`config.mk`:
```
export PLATFORM = sky130hd
export DESIGN_NAME = game_master_fsm
export DESIGN_NICKNAME = d
export VERILOG_FILES = /design/src/rtl/game_master_fsm.sv
export SDC_FILE = /design/constraint.sdc
export NUM_CORES = 1
export LEC_CHECK = 0
export CORE_UTILIZATION = 30
export DETAILED_ROUTE_END_ITERATION = 8
export PLACE_DENSITY_LB_ADDON = 0.1
export SLEW_MARGIN = 10
export SYNTH_ARGS = -nofsm -noshare
export SYNTH_HDL_FRONTEND = slang
export SYNTH_SLANG_ARGS = --single-unit
```
`constraint.sdc`:
```
create_clock -name CLK -period 1.85 [get_ports CLK]
set_input_delay 0.2775 -clock CLK [delete_from_list [all_inputs] [get_ports CLK]]
set_output_delay 0.2775 -clock CLK [all_outputs]
set_load 0.1 [all_outputs]
```
`src/rtl/game_master_fsm.sv`:
```
// Snake game master controller: IDLE/PLAY/WIN/LOSE with lives, win score, button edges and restart pulse.
// Optional pause state (BTNC toggle) compiled in when the PAUSE_EN macro is defined.
module game_master_fsm #(
    parameter int SCORE_W   = 4,
    parameter int WIN_SCORE = 3,
    parameter int LIVES     = 3,
    parameter int LIVES_W   = 2
) (
    input  logic               CLK,
    input  logic               RESET,
    input  logic               BTNL,
    input  logic               BTNT,
    input  logic               BTNR,
    input  logic               BTND,
    input  logic               BTNC,
    input  logic [SCORE_W-1:0] SCORE,
    input  logic               COLLISION,
    output logic [2:0]         STATE_OUT,
    output logic [LIVES_W-1:0] LIVES_LEFT,
    output logic               GAME_ACTIVE,
    output logic               RESTART
);

    localparam logic [2:0] ST_IDLE  = 3'd0;
    localparam logic [2:0] ST_PLAY  = 3'd1;
    localparam logic [2:0] ST_WIN   = 3'd2;
    localparam logic [2:0] ST_LOSE  = 3'd3;
    localparam logic [2:0] ST_PAUSE = 3'd4;

    localparam logic [SCORE_W-1:0] WIN_THR    = SCORE_W'(WIN_SCORE);
    localparam logic [LIVES_W-1:0] LIVES_INIT = LIVES_W'(LIVES);
    localparam logic [LIVES_W-1:0] LIFE_ONE   = LIVES_W'(1);

    logic [2:0]         state_q, state_d;
    logic [LIVES_W-1:0] lives_q, lives_d;
    logic               active_q, active_d;
    logic               restart_q, restart_d;
    logic [3:0]         dir_prev_q, dir_now;
    logic               any_dir;
    logic               c_press;

    assign dir_now = {BTND, BTNR, BTNT, BTNL};
    assign any_dir = |(dir_now & ~dir_prev_q);

`ifdef PAUSE_EN
    logic btnc_prev_q;
    assign c_press = BTNC & ~btnc_prev_q;
`else
    logic unused_btnc;
    assign unused_btnc = BTNC;
    assign c_press     = 1'b0;
`endif

    // State register; clearing the button history lets a button held through reset count once.
    always_ff @(posedge CLK) begin
        if (RESET) begin
            state_q    <= ST_IDLE;
            lives_q    <= LIVES_INIT;
            active_q   <= 1'b0;
            restart_q  <= 1'b0;
            dir_prev_q <= 4'b0;
`ifdef PAUSE_EN
            btnc_prev_q <= 1'b0;
`endif
        end else begin
            state_q    <= state_d;
            lives_q    <= lives_d;
            active_q   <= active_d;
            restart_q  <= restart_d;
            dir_prev_q <= dir_now;
`ifdef PAUSE_EN
            btnc_prev_q <= BTNC;
`endif
        end
    end

    always_comb begin
        state_d = state_q;
        lives_d = lives_q;
        case (state_q)
            ST_IDLE: begin
                if (any_dir) begin
                    state_d = ST_PLAY;
                    lives_d = LIVES_INIT;
                end
            end
            ST_PLAY: begin
                // Winning takes precedence over a simultaneous collision.
                if (SCORE >= WIN_THR) begin
                    state_d = ST_WIN;
                end else if (COLLISION) begin
                    if (lives_q <= LIFE_ONE) begin
                        state_d = ST_LOSE;
                        lives_d = '0;
                    end else begin
                        lives_d = lives_q - LIFE_ONE;
                    end
                end else if (c_press) begin
                    state_d = ST_PAUSE;
                end
            end
            ST_WIN, ST_LOSE: begin
                if (any_dir) state_d = ST_IDLE;
            end
`ifdef PAUSE_EN
            ST_PAUSE: begin
                if (c_press) state_d = ST_PLAY;
            end
`endif
            default: state_d = ST_IDLE;
        endcase
    end

    always_comb begin
        restart_d   = ((state_q == ST_WIN) || (state_q == ST_LOSE)) && any_dir;
        active_d    = (state_d == ST_PLAY);
        STATE_OUT   = state_q;
        LIVES_LEFT  = lives_q;
        GAME_ACTIVE = active_q;
        RESTART     = restart_q;
    end

endmodule

```
# == After elaboration in Yosys (flattened, before gate mapping) ==
# Index checks and enable logic that the tools add are counted.
# word_totals
output_inout_bits,7
reg_bits,11
input_bits,12
# op_classes
order_cmp,2
eq_ne,7
muxes,11
bitwise,2
addsub,1
n_reduce_logical,7
# ops
operator,count
two-way mux 3 bit,5
one-hot mux 3 bit (3 select lines),1
two-way mux 2 bit,4
equality test 3 x 1 -> 1 bit (second input constant),2
equality test 3 x 2 -> 1 bit (second input constant),2
inequality test 2 bit (second input constant),3
AND 4 bit,1
>= comparator 4 x 2 -> 1 bit (second input constant),1
NOT 4 bit,1
one-hot mux 2 bit (2 select lines),1
AND reduction 4 bit,1
OR reduction 4 bit,1
logical NOT 3 bit,1
<= comparator 2 x 1 -> 1 bit (second input constant),1
nonzero test 2 bit,1
OR reduction 2 bit,1
subtractor 2 x 1 -> 2 bit (second input constant),1
logical AND 1 bit,1
logical OR 1 bit,1

# == Depth between registers and ports, before layout ==
# Gate-level depths: netlist of the first run.
# logic_depth
ltp_word,6
ltp_mapped,4
mapped_depth_nobuf,4

# == Worst setup path after synthesis of the first run ==
# No wires, ideal clock.
# synth_timing
kind,reg-to-reg
start,register state_q[0] (netlist: STATE_OUT[0])
end,register lives_q[0] (netlist: LIVES_LEFT[0])
path_slack_ns,-0.001
stages_incl_launch_ff,5
path_buffers,0
t_arrival_ns,1.787
path_cell_list,dfxtp_1 > and2b_1 > nand4bb_4 > or3b_1 > nand3_1
# synth_between
elab_chain_cells,3
elab_cells_between_ends,8
# synth_lines
item,line,rtl
"start, declared",34,"logic [2:0] state_q, state_d;"
"start signal, assigned",66,state_q <= state_d;
equality test 3 x 1 -> 1 bit / logical NOT 3 bit (equally long branches),80,case (state_q)
inequality test 2 bit (no line) / nonzero test 2 bit (equally long branches),-,
AND reduction 4 bit (no line),-,
"end signal, assigned",67,lives_q <= lives_d;
"end, declared",35,"logic [LIVES_W-1:0] lives_q, lives_d;"
# Several ways; a longest one is shown, not always the timed one.
# A chain may end at the register's enable or synchronous reset.

# == Worst setup path in the final report of the first run ==
# layout_timing
start,input SCORE[1]
end,register lives_q[0] (netlist: LIVES_LEFT[0])
# layout_between
elab_chain_cells,3
# layout_lines
item,line,rtl
"start, declared",16,"input logic [SCORE_W-1:0] SCORE,"
>= comparator 4 x 2 -> 1 bit,89,if (SCORE >= WIN_THR) begin
inequality test 2 bit (no line),-,
AND reduction 4 bit (no line),-,
# Every way passes these cells.

==> qor.yml, run 1 <==
switchingPower_mw: 0.1388
path_cells: "clkdlybuf4s50_1 -> a211o_1 -> nand4bb_4 -> or3b_1 -> nand3_1"
slew_violations: 0
place_ws_ps: 147.5
yosysMostFrequentCell: "dfxtp_1"
dpl.hpwl_um: 558.5
seq_power_share: 0.494
holdWs_ps: 499.6
rr_worst_depth: 4
io_pins: 19
track_usage: 0.1147
tns_ps: 0
fillers: 130
synthCells: 40
placed_area_um2: 621.8
r2r-start: "STATE_OUT[1]"
worstPathArrival_ps: 1630
area_growth_syn_to_layout_pct: 55.56
p_clk_frac: 0.311
cp.required_ps: 2060
cp.buffers_inverters: 1
dp_cells: 73
cts_resized: 0
slowest_delay_ps: 390
postCtsHoldBufs: 0
start_util: 0.3202
final_antenna_net_count: 0
cts_tree: "built"
die_y_um: 39.27
cp_top_family: "simple AND/OR/NAND/NOR gates"
path_clk_slew_ps: 70
cp_slowest_cell: "clkdlybuf4s50_1"
rr_endpoint: "LIVES_LEFT[0]"
routed_wl_um: 735
grt_overflow: 0
drc: 0
num_vias: 341
rsz0062_at_grt: "false"
clock-sinks: 11
grt_max_degree: 8
synth_top_area_frac: 0.5285
path_max_fanout: 3
p_int_mw: 0.3742
min_to: "LIVES_LEFT[1]"
yosys_warnings: 0
r2r_slack_ps: 560
finalSetupViolations: 0
grt_pass1_wl_um: 1131
synth.largest_area_cell: "dfxtp_1"
finalHoldViolCount: 0
p_per_area_nw_per_um2: 791.5
io_buffers: 17
yosysSeqAreaShare: 0.5285
design_area_um2: 648.1
skew_ps: 1.014
antenna_found_initial: 0
dieArea_um2: 1542
crit_type: "in -> reg"
syn_nets: 52
cts_setup_buffers: 0
clk_path_buf_depth: 2
synth-edff-count: 0
wire_per_inst_um: 9.545
synth.ff_latch_count: 11
cts.htree.levels: 1
syn_avg_cell_area_um2: 10.42
nNetsFinal: 75
grt_pass1_vias: 277
hold_path_depth: 2
finalNonFillerCells: 77
hold_start: "LIVES_LEFT[1]"
core_area_um2: 1301
pwr-share-comb: 0.195
drtPass1Iterations: 4
setup.worst_path.start_class: "primary input"
vias_per_cell: 4.429
drive_gt1_frac: 0.2258
status: "completed"
async_flop_share: 0
p_leak_nw: 0.2680
utilization: 0.4981
timing.fmax_mhz: 703.0
synth.area.top_cells: "dfxtp_1, nand4bb_4, nor2b_1"
min_period_ps: 1423
synthTopCellsByCount: "dfxtp_1, nor2b_1, nand2b_1, o21ai_0"
finalCritPeriodShare: 0.7689
maxCapViolCount: 0
clkLatencyLatePin_ps: 260
synth.distinct_cells: 20
setup_slack_ps: 427.5
p_total_mw: 0.5130
diodes: 0
endpoint_kind: "register"
swShare: 0.2705
ys.flop_type: "dfxtp_1"
die_w_um: 39.27
root_buffer: "clkbuf_4"
peakVddDrop_mv: 0.4395
gp_congestion: 0.7135
syn_area_um2: 416.7
drt-initial-drc-count: 4
numCtsBuffers: 3
rows: 13
hold_path.class: "reg -> reg"
==> state kept, by name (all words and copies together), names as in the netlist <==
name         cells
STATE_OUT        3
dir_prev_q       4
LIVES_LEFT       2
GAME_ACTIVE      1
RESTART          1
==> power by group through the flow <==
stage	Clock, mW	Combinational [mW]	Sequential, mW
final	0.160	0.100	0.253
after detailed placement	0	0.100	0.259
after global routing	0.179	0.106	0.254
after CTS	0.168	0.101	0.253
after floorplan	0	0.0222	0.293
after global placement	0	0.100	0.259
==> per-layer routing <==
metal | wire (um) | track usage | up-vias
met5 | 0 | 0 | -
met1 | 374 | 0.1544 | 146
met4 | 0 | 0.07759 | 0
met2 | 310 | 0.1458 | 9
met3 | 51 | 0.04545 | 0
li1 | - | - | 186
==> worst max-delay path by stage <==
| stage | start | to | slack (ps) | cells past startpoint |
|---|---|---|---|---|
| final | SCORE[1] | LIVES_LEFT[0] | 430 | 5 |
| after global routing | SCORE[1] | LIVES_LEFT[0] | 350 | 5 |
| after CTS | SCORE[1] | LIVES_LEFT[0] | 430 | 5 |
| after detailed placement | SCORE[1] | LIVES_LEFT[0] | 150 | 5 |
| after global placement | SCORE[1] | LIVES_LEFT[0] | 150 | 5 |
| after floorplan | STATE_OUT[1] | LIVES_LEFT[0] | 150 | 4 |
==> worst min-delay path, delay by kind of cell, from the launching register on <==
family	cells	cell delay (ps)
AND/OR/NAND/NOR	1	50
flip-flops	1	330
AO/OA/AOI/OAI	1	80
==> cell type report <==
| class | instances | area [um^2] | area share |
|---|---|---|---|
| clock buffers | 4 | 26.28 | 0.04054 |
| inverters | 1 | 3.754 | 0.005792 |
| multi-input cells | 28 | 192.7 | 0.2973 |
| flip-flops and latches | 11 | 221.5 | 0.3417 |
| well taps | 15 | 18.77 | 0.02896 |
| repair buffers | 18 | 185.2 | 0.2857 |
==> placed cells by master (no fill, tap or decap), types with 2 or more instances in the layout <==
cell type | synthesis | final
buf_12 | 0 | 2
nor2b_1 | 4 | 4
nand2b_1 | 3 | 3
dfxtp_1 | 11 | 10
nand2_1 | 2 | 2
buf_4 | 0 | 6
clkdlybuf4s50_1 | 0 | 10
clkbuf_4 | 0 | 3
nor2_1 | 2 | 2
nor3_1 | 2 | 2
o21ai_0 | 3 | 3
==> kinds of logic after synthesis <==
| family | Yosys count | share of synthesized area |
|---|---|---|
| other cells | 1 | 0.009000 |
| mux | 1 | 0.02703 |
| flops | 11 | 0.5285 |
| simple gates | 19 | 0.3153 |
| compound gates | 7 | 0.1111 |
| buf+inv | 1 | 0.009000 |
(Power assumes the default switching activity.)
==> run 2, diff against run 1 <==
- clock period: 1.85 -> 1.16 ns (I/O delays scaled with it)
==> run 2 against run 1 <==
  * Critical path depth is 1 lower
  * Sequential share of layout area is 4.8 points lower
  * Sequential power is 57% higher
  * Combinational power is 100% higher
  * Via count is 5.9% higher
  * Power is 64% higher
  * Largest cell class is now non-clock buffers
  * The flow now finishes with violations (negative setup slack)
  * Highest routed layer unchanged
==> qor.yml, run 2 (same netlist as run 1, synthesis figures left out) <==
path_clk_slew_ps: 70
hold_path_depth: 4
clk_path_buf_depth: 2
wire_per_inst_um: 10.10
track_usage: 0.1228
rows: 13
worstPathArrival_ps: 1390
p_leak_nw: 0.3341
startpoint: "STATE_OUT[1]"
diodes: 0
drc: 0
status: "finished with violations"
rr_endpoint: "LIVES_LEFT[0]"
nNetsFinal: 80
grt_max_degree: 7
path_max_fanout: 3
routed_wl_um: 828
cts_tree: "built"
p_int_mw: 0.6186
drtPass1Iterations: 3
hold_start: "SCORE[2]"
num_vias: 361
die_w_um: 39.27
seq_power_share: 0.471
maxCapViolCount: 0
slew_violations: 0
numCtsBuffers: 3
cts.htree.levels: 1
p_total_mw: 0.8437
p_clk_frac: 0.287
setup.worst_path.start_class: "register"
area_growth_syn_to_layout_pct: 90.99
violations: "negative setup slack"
crit_type: "reg -> reg"
endpoint_kind: "register"
clock-sinks: 11
grt_pass1_wl_um: 1186
root_buffer: "clkbuf_4"
peakVddDrop_mv: 0.6937
swShare: 0.2669
setup_slack_ps: -24.83
drive_gt1_frac: 0.4179
finalHoldViolCount: 0
gp_congestion: 0.8003
clkLatencyLatePin_ps: 260
io_buffers: 17
r2r_slack_ps: -20
antenna_found_initial: 0
utilization: 0.6115
switchingPower_mw: 0.2252
rr_worst_depth: 4
layout_common_cells: "buf_12, dfxtp_1, dlygate4sd2_1, clkdlybuf4s50_1, buf_4"
largest_reg_flops: 4
finalSetupViolations: 1
min_period_ps: 1185
core_area_um2: 1301
final_antenna_net_count: 0
rsz0062_at_grt: "true"
die_y_um: 39.27
finalNonFillerCells: 82
grt_overflow: 0
cp.required_ps: 1360
holdWs_ps: 422.7
vias_per_cell: 4.402
p_per_area_nw_per_um2: 1060
largest_register: "dir_prev_q"
dpl.hpwl_um: 675.6
dieArea_um2: 1542
final_common_cell: "buf_12"
dp_cells: 78
drt-initial-drc-count: 3
grt_pass1_vias: 309
finalCritPeriodShare: 1.021
design_area_um2: 795.8
timing.fmax_mhz: 844.0
min_to: "STATE_OUT[0]"
placed_area_um2: 734.5
pwr-share-comb: 0.242
r2r-start: "STATE_OUT[1]"
start_util: 0.3202
hold_path.class: "in -> reg"
io_pins: 19
skew_ps: 6.934
run 2: what timing repair did:
item	CTS	global route
hold buffers	0	0
hold endpoints to repair	0	0
gates resized for setup	7	7
endpoints found under the setup margin	4	4
setup buffers	0	0
pin swaps	5	3
run 2: stage by stage:
stage          worst slack [ps]  setup TNS [ps]
2_1_floorplan            -193.4          -220.0
3_3_place_gp             -402.0           -1918
3_5_place_dp             -428.0           -2000
4_1_cts                  -47.11          -55.05
5_1_grt                  -78.15          -79.47
6_report                 -24.83          -24.83
run 2: worst max path at each step:
stage | slack, ps | to
6_report | -20 | LIVES_LEFT[0]
3_5_place_dp | -430 | LIVES_LEFT[0]
3_3_place_gp | -400 | LIVES_LEFT[0]
4_1_cts | -50 | LIVES_LEFT[0]
5_1_grt | -80 | LIVES_LEFT[0]
2_1_floorplan | -190 | LIVES_LEFT[0]
run 2: cell type report:
cell class / instances / area [um^2]
fillers: 112 / 505.5
repair buffers: 23 / 282.8
flip-flops and latches: 11 / 234.0
multi-input cells: 28 / 230.2
clock buffers: 4 / 26.28
well taps: 15 / 18.77
inverters: 1 / 3.754
run 2: power by group through the flow:
stage | clock network [mW] | registers, mW | logic [mW]
6_report | 0.242 | 0.398 | 0.204
5_1_grt | 0.277 | 0.399 | 0.214
3_5_place_dp | 0 | 0.405 | 0.193
4_1_cts | 0.256 | 0.397 | 0.190
2_1_floorplan | 0 | 0.464 | 0.0353
3_3_place_gp | 0 | 0.405 | 0.192
run 2: per-layer routing:
layer  GRT usage  wire length, um  share of wire  up-vias
met1      0.1568              395           0.48      159
met5           0                0              0        -
met2      0.1667              385           0.46        9
met3     0.08523               47          0.057        0
met4     0.02586                0              0        0
li1            -                -              -      193
run 2: worst max-delay path: stages (launching register included):
cell and delay (ps):
dfxtp_4 340, and2b_2 250, nand4bb_4 120, or3b_1 350
nand3_1 80
